`src/rtl/csr_trap_ctrl.sv`:
```
// csr_trap_ctrl
//   Sequences the hardware-initiated CSR writes of the machine-mode trap path.
//   The trap path covers ecall, illegal instruction, external interrupt entry
//   and mret return. The block owns the single CSR-file write port. It also
//   drives the pipeline stall and the fetch redirect.
//
// Build option:
//   CSR_VECTORED_EN - when defined, interrupt entry with mtvec_in[1:0]==2'b01
//                     jumps to base + 4*cause[30:0]. Otherwise the jump goes
//                     to the base address. When undefined, the mode bits are
//                     ignored.
//
// Ports:
//   clk, rst_n        core clock (rising edge), asynchronous active-low reset
//   inst_valid        inst/pc hold a live instruction this cycle
//   inst, pc          instruction word and its PC
//   illegal_inst      decode flags inst as illegal
//   ext_irq           level machine external interrupt request
//   csr_ex_result     new CSR value from the CSR execute unit
//   mstatus_in        current mstatus (MIE bit 3, MPIE bit 7)
//   mtvec_in          current mtvec
//   mepc_in           current mepc
//   csr_we/waddr/wdata  CSR-file write port
//   stall             freeze fetch/decode (inst/pc must be held)
//   redirect_valid    one-cycle pulse: fetch loads redirect_pc
//   redirect_pc       trap vector or return address
//   busy              sequencer not in IDLE
//   dbg_state         current sequencer state, for observation
//
// Handshake: there is no ready/valid pair here. While stall=1 the upstream
// stage must keep inst/pc/inst_valid stable. A request is accepted only in
// IDLE, in the same cycle it is presented.
module csr_trap_ctrl #(
  parameter logic [11:0] MTVEC_ADDR   = 12'h305,
  parameter logic [11:0] MEPC_ADDR    = 12'h341,
  parameter logic [11:0] MCAUSE_ADDR  = 12'h342,
  parameter logic [11:0] MSTATUS_ADDR = 12'h300
) (
  input  logic        clk,
  input  logic        rst_n,
  input  logic        inst_valid,
  input  logic [31:0] inst,
  input  logic [31:0] pc,
  input  logic        illegal_inst,
  input  logic        ext_irq,
  input  logic [31:0] csr_ex_result,
  input  logic [31:0] mstatus_in,
  input  logic [31:0] mtvec_in,
  input  logic [31:0] mepc_in,
  output logic        csr_we,
  output logic [11:0] csr_waddr,
  output logic [31:0] csr_wdata,
  output logic        stall,
  output logic        redirect_valid,
  output logic [31:0] redirect_pc,
  output logic        busy,
  output logic [2:0]  dbg_state
);

  typedef enum logic [2:0] {
    IDLE    = 3'd0,
    T_EPC   = 3'd1,
    T_CAUSE = 3'd2,
    T_STAT  = 3'd3,
    T_JUMP  = 3'd4,
    R_STAT  = 3'd5,
    R_JUMP  = 3'd6
  } state_t;

  localparam logic [31:0] CAUSE_IRQ     = 32'h8000000B;
  localparam logic [31:0] CAUSE_ILLEGAL = 32'h00000002;
  localparam logic [31:0] CAUSE_ECALL   = 32'h0000000B;

  state_t      r_state;
  logic [31:0] r_epc;
  logic [31:0] r_cause;

  // mtvec is only read as data here. Its address parameter is kept for
  // documentation of the CSR map.
  logic        w_unused_ok;
  assign w_unused_ok = ^{MTVEC_ADDR, mtvec_in[1:0]};

  // Decode. Everything below is qualified by inst_valid, so an interrupt
  // never enters without a valid PC to save.
  logic        w_ecall, w_mret, w_csr_op, w_irq, w_ill, w_trap;
  logic [2:0]  w_funct3;
  logic [31:0] w_cause;
  logic [31:0] w_base;
  logic [31:0] w_jump_pc;

  assign w_funct3 = inst[14:12];
  assign w_ecall  = inst_valid && (inst == 32'h00000073);
  assign w_mret   = inst_valid && (inst == 32'h30200073);
  assign w_csr_op = inst_valid && (inst[6:0] == 7'b1110011) &&
                    ((w_funct3 == 3'b001) || (w_funct3 == 3'b010) ||
                     (w_funct3 == 3'b011));
  assign w_irq    = inst_valid && ext_irq && mstatus_in[3];
  assign w_ill    = inst_valid && illegal_inst;
  assign w_trap   = w_irq || w_ill || w_ecall;

  // Priority: enabled interrupt > illegal > ecall. mret is handled after these.
  assign w_cause  = w_irq ? CAUSE_IRQ : (w_ill ? CAUSE_ILLEGAL : CAUSE_ECALL);

  assign w_base   = {mtvec_in[31:2], 2'b00};
`ifdef CSR_VECTORED_EN
  // The vector offset is 4*cause, wrapped to 32 bits.
  assign w_jump_pc = ((mtvec_in[1:0] == 2'b01) && r_cause[31]) ?
                     (w_base + {r_cause[29:0], 2'b00}) : w_base;
`else
  assign w_jump_pc = w_base;
`endif

  always_ff @(posedge clk or negedge rst_n) begin
    if (!rst_n) begin
      r_state <= IDLE;
      r_epc   <= 32'h0;
      r_cause <= 32'h0;
    end else begin
      case (r_state)
        IDLE: begin
          if (w_trap) begin
            r_epc   <= pc;
            r_cause <= w_cause;
            r_state <= T_EPC;
          end else if (w_mret) begin
            r_state <= R_STAT;
          end
        end
        T_EPC:   r_state <= T_CAUSE;
        T_CAUSE: r_state <= T_STAT;
        T_STAT:  r_state <= T_JUMP;
        T_JUMP:  r_state <= IDLE;
        R_STAT:  r_state <= R_JUMP;
        R_JUMP:  r_state <= IDLE;
        default: r_state <= IDLE;
      endcase
    end
  end

  // The outputs depend on the inputs, because the CSR-instruction write and
  // the request-cycle stall must appear in the same cycle. All outputs are
  // gated by rst_n so that they read 0 while reset is held.
  always_comb begin
    csr_we         = 1'b0;
    csr_waddr      = 12'h000;
    csr_wdata      = 32'h0;
    stall          = 1'b0;
    redirect_valid = 1'b0;
    redirect_pc    = 32'h0;
    if (rst_n) begin
      case (r_state)
        IDLE: begin
          if (w_trap || w_mret) begin
            // The instruction's own CSR write is dropped when it traps.
            stall = 1'b1;
          end else if (w_csr_op) begin
            csr_we    = 1'b1;
            csr_waddr = inst[31:20];
            csr_wdata = csr_ex_result;
          end
        end
        T_EPC: begin
          stall     = 1'b1;
          csr_we    = 1'b1;
          csr_waddr = MEPC_ADDR;
          csr_wdata = r_epc;
        end
        T_CAUSE: begin
          stall     = 1'b1;
          csr_we    = 1'b1;
          csr_waddr = MCAUSE_ADDR;
          csr_wdata = r_cause;
        end
        T_STAT: begin
          // MPIE <= MIE, MIE <= 0 (which blocks nested entry).
          stall     = 1'b1;
          csr_we    = 1'b1;
          csr_waddr = MSTATUS_ADDR;
          csr_wdata = {mstatus_in[31:8], mstatus_in[3], mstatus_in[6:4],
                       1'b0, mstatus_in[2:0]};
        end
        T_JUMP: begin
          stall          = 1'b1;
          redirect_valid = 1'b1;
          redirect_pc    = w_jump_pc;
        end
        R_STAT: begin
          // MIE <= MPIE, MPIE <= 1.
          stall     = 1'b1;
          csr_we    = 1'b1;
          csr_waddr = MSTATUS_ADDR;
          csr_wdata = {mstatus_in[31:8], 1'b1, mstatus_in[6:4],
                       mstatus_in[7], mstatus_in[2:0]};
        end
        R_JUMP: begin
          stall          = 1'b1;
          redirect_valid = 1'b1;
          redirect_pc    = mepc_in;
        end
        default: ;
      endcase
    end
  end

  assign busy      = rst_n && (r_state != IDLE);
  assign dbg_state = r_state;

endmodule

```
`config.mk`:
```
export PLATFORM = sky130hd
export DESIGN_NAME = csr_trap_ctrl
export DESIGN_NICKNAME = d
export VERILOG_FILES = /design/src/rtl/csr_trap_ctrl.sv
export SDC_FILE = /design/constraint.sdc
export NUM_CORES = 1
export LEC_CHECK = 0
export BUFFER_PORTS_ARGS = -buffer_cell sky130_fd_sc_hd__buf_4
export CAP_MARGIN = 30
export CORE_UTILIZATION = 35
export DETAILED_ROUTE_END_ITERATION = 16
export GPL_TIMING_DRIVEN = 0
export PLACE_DENSITY_LB_ADDON = 0.05
export SYNTH_ARGS = -nofsm -noshare
export SYNTH_HDL_FRONTEND = slang
export SYNTH_SLANG_ARGS = --single-unit
```
`constraint.sdc`:
```
create_clock -name clk -period 2.4 [get_ports clk]
set_input_delay 0.48 -clock clk [delete_from_list [all_inputs] [get_ports clk]]
set_output_delay 0.48 -clock clk [all_outputs]
set_load 0.02 [all_outputs]
```
==> results.sh <==
export IMPL_synthSimpleGateAreaFrac=0.305
export IMPL_cts_root_buf="clkbuf_16"
export IMPL_vias=6230
export IMPL_viasPerCell=6.26
export IMPL_synthTopCellsByArea="dfrtp_1, nand4_1, o211a_1"
export IMPL_yosysTopAreaCell="dfrtp_1"
export IMPL_finalPower_mw=5.86
export IMPL_hold_path_class="input port to asynchronous set/reset pin"
export IMPL_boundaryPins=280
export IMPL_synth_main_ff_cell="dfrtp_1"
export IMPL_tritoncts="done"
export IMPL_drv_slew=0
export IMPL_worst_r2r_setup_slack_ns=0.26
export IMPL_drt_first_pass_iters=5
export IMPL_post_route_min_period_ns=2.60
export IMPL_ctsHtreeMaxLevel=2
export IMPL_fin_nets=1049
export IMPL_nFillCells=976
export IMPL_regToRegStartpoint="dbg_state[0]"
export IMPL_grt_max_degree=40
export IMPL_synthArstFlopShare=1.00
export IMPL_antenna_found_initial=0
export IMPL_r2r_end="r_epc[13]"
export IMPL_ir_drop_v=0.000390
export IMPL_syn_inst=551
export IMPL_drt_first_iter_violations=536
export IMPL_die_height_um=110
export IMPL_violations="negative setup slack"
export IMPL_endpoint_kind="primary output"
export IMPL_crit_fanout=6
export IMPL_routed_top_layer="met4"
export IMPL_hold_ws_ns=0.0209
export IMPL_status="finished, violations left"
export IMPL_setup_worst_path_end="csr_wdata[12]"
export IMPL_layout_drive_gt1_share=0.477
export IMPL_ant_nets=0
export IMPL_wl_met2_mm=10.5
export IMPL_core_area_um2=11400
export IMPL_ff2ff_path_depth=7
export IMPL_synthMuxAreaShare=0.0107
export IMPL_max_cap_violations=0
export IMPL_wirelength_mm=21.7
export IMPL_max_freq_ghz=0.385
export IMPL_clk_latency_ns=0.29
export IMPL_fin_crit_sh=1.08
export IMPL_overflow=0
export IMPL_worst_slew_pin_slew_ns=0.775
export IMPL_dr_wl_met3_mm=2.21
export IMPL_ys_warn_count=0
export IMPL_synth_area_um2=4110
export IMPL_synth_area_per_cell_um2=7.45
export IMPL_synth_fa_ha_area_frac=0
export IMPL_dieArea_um2=12200
export IMPL_setup_tns_ns=-5.88
export IMPL_n_antenna_cell=0
export IMPL_worstSetupPathType="flip-flop to primary output"
export IMPL_fin_util=0.653
export IMPL_yosysSeqAreaShare=0.232
export IMPL_grt_pass1_wl_mm=30.7
export IMPL_p_leak_nw=3.49
export IMPL_wl_met1_mm=8.32
export IMPL_syn_to_final_growth_pct=81.7
export IMPL_hpwl_mm=15.3
export IMPL_clk_pin_slew_worst_paths_ns=0.07
export IMPL_worstSetupStartpoint="dbg_state[1]"
export IMPL_synth_seq_cells=38
export IMPL_clockBufferDepth=2
export IMPL_synth_edf_count=0
export IMPL_synth_top_area_share=0.232
export IMPL_synthTopCellsByCount="nand2_1, nand4_1, clkbuf_1"
export IMPL_start_kind="flip-flop"
export IMPL_synth_top_family_by_area="compound AO/OA/AOI/OAI gates"
export IMPL_initial_core_util=0.360
export IMPL_drc_errors=0
export IMPL_place_congestion=0.881
export IMPL_setup_violations=45
export IMPL_grt_pass1_vias=5834
export IMPL_cts_buffers=5
export IMPL_yosysMostFrequentCell="nand2_1"
export IMPL_syn_nets=748
export IMPL_synth_xor_area_share=0.00213
export IMPL_hold_viol_final=0
export IMPL_cp_required_ns=1.92
export IMPL_wire_per_inst_um=21.8
export IMPL_dieWidth_um=110
export IMPL_slew_limit_headroom=0.481
export IMPL_fin_skew_ns=0.0119
export IMPL_num_rows=39
export IMPL_p_per_area_nw_per_um2=786
export IMPL_grt_use_total=0.333
export IMPL_critPathArrivalTime_ns=2.12
export IMPL_rsz0062_at_grt="true"
export IMPL_clock_sinks=38
export IMPL_port_buffers=276
export IMPL_synth_distinct_cells=46
export IMPL_synth_compound_area_frac=0.366
export IMPL_setup_ws_ns=-0.199
==> report_power, final <==
part	switching, mW	internal [mW]
logic	2.34	1.84
clock network	0.292	0.487
registers	0.135	0.766
total	2.76	3.10
==> cell usage in the layout (no fill, tap or decap), types with 4 or more instances in the layout <==
| master | instances |
|---|---|
| a22o_1 | 4 |
| o2bb2ai_4 | 7 |
| clkbuf_16 | 7 |
| a22oi_1 | 30 |
| buf_2 | 5 |
| dfrtp_1 | 35 |
| a21o_1 | 4 |
| clkbuf_1 | 33 |
| nand2_1 | 77 |
| nand4_1 | 65 |
| clkbuf_4 | 8 |
| buf_4 | 256 |
| o211ai_1 | 32 |
| o211a_1 | 32 |
| nor4_1 | 4 |
| a32oi_1 | 26 |
| and2_2 | 6 |
| o2bb2ai_2 | 23 |
| buf_6 | 48 |
| nand3_1 | 36 |
| nor2_1 | 35 |
| a21oi_1 | 4 |
==> critical path: stages, from the launching register on <==
cell and delay (ns):
dfrtp_2 0.40, or3_4 0.41, a21oi_4 0.15, and4_4 0.25, buf_12 0.13, buf_12 0.12
buf_12 0.13, o2bb2ai_4 0.11, buf_6 0.13
==> kinds of logic (layout without fill, tap and decap cells) <==
family	Yosys count	after routing
AO/OA/AOI/OAI	180	180
XOR/XNOR	1	1
buffers and inverters	77	379
flip-flops	38	38
multiplexers	4	4
AND/OR/NAND/NOR	251	251
==> through the flow <==
step / std cells / cell area (um^2) / setup WS (ns)
detailed placement: 971 / 6370 / -0.811
CTS: 993 / 7180 / -0.277
global placement: 970 / 6360 / -0.803
finish: 996 / 7460 / -0.199
global route: 996 / 7460 / -0.263
floorplan: 551 / 4110 / -0.0130
==> area by class of cell <==
cell class	count	area [um^2]	share of cell area
multi-input cells	436	3210	0.431
repair buffers	305	2550	0.342
flip-flops and latches	38	955	0.128
plain buffers	62	375	0.0503
well taps	143	179	0.0240
clock buffers	5	125	0.0168
clock inverters	3	40.0	0.00537
inverters	4	20.0	0.00268
==> how the worst min path moves through the flow <==
stage	from	end	slack (ns)	cells after the start
floorplan	rst_n	dbg_state[0]	0.18	0
finish	rst_n	r_epc[24]	0.02	1
detailed placement	rst_n	r_epc[29]	0.50	1
CTS	rst_n	r_epc[24]	0.04	1
global route	rst_n	r_epc[24]	0.02	1
global placement	rst_n	r_epc[29]	0.51	1
==> state kept, by name, summed over array words and instances, names as in the netlist <==
signal	flops
dbg_state	3
r_cause	3
r_epc	32
==> per-layer routing <==
layer / track usage / vias up
met3: 0.0535 / 52
li1: - / 2782
met1: 0.418 / 3009
met4: 0.131 / 0
met5: 0 / -
met2: 0.570 / 387
==> repair_timing <==
action / 4_1_cts / 5_1_grt
setup endpoints to repair: 80 / 77
setup buffers: 16 / 4
pin swaps: 5 / 8
cloned: 4 / 3
endpoints found under the hold margin: 0 / 2
hold buffers: 0 / 3
resized for setup: 118 / 79
Note: power is estimated with default switching activity, not from simulation.
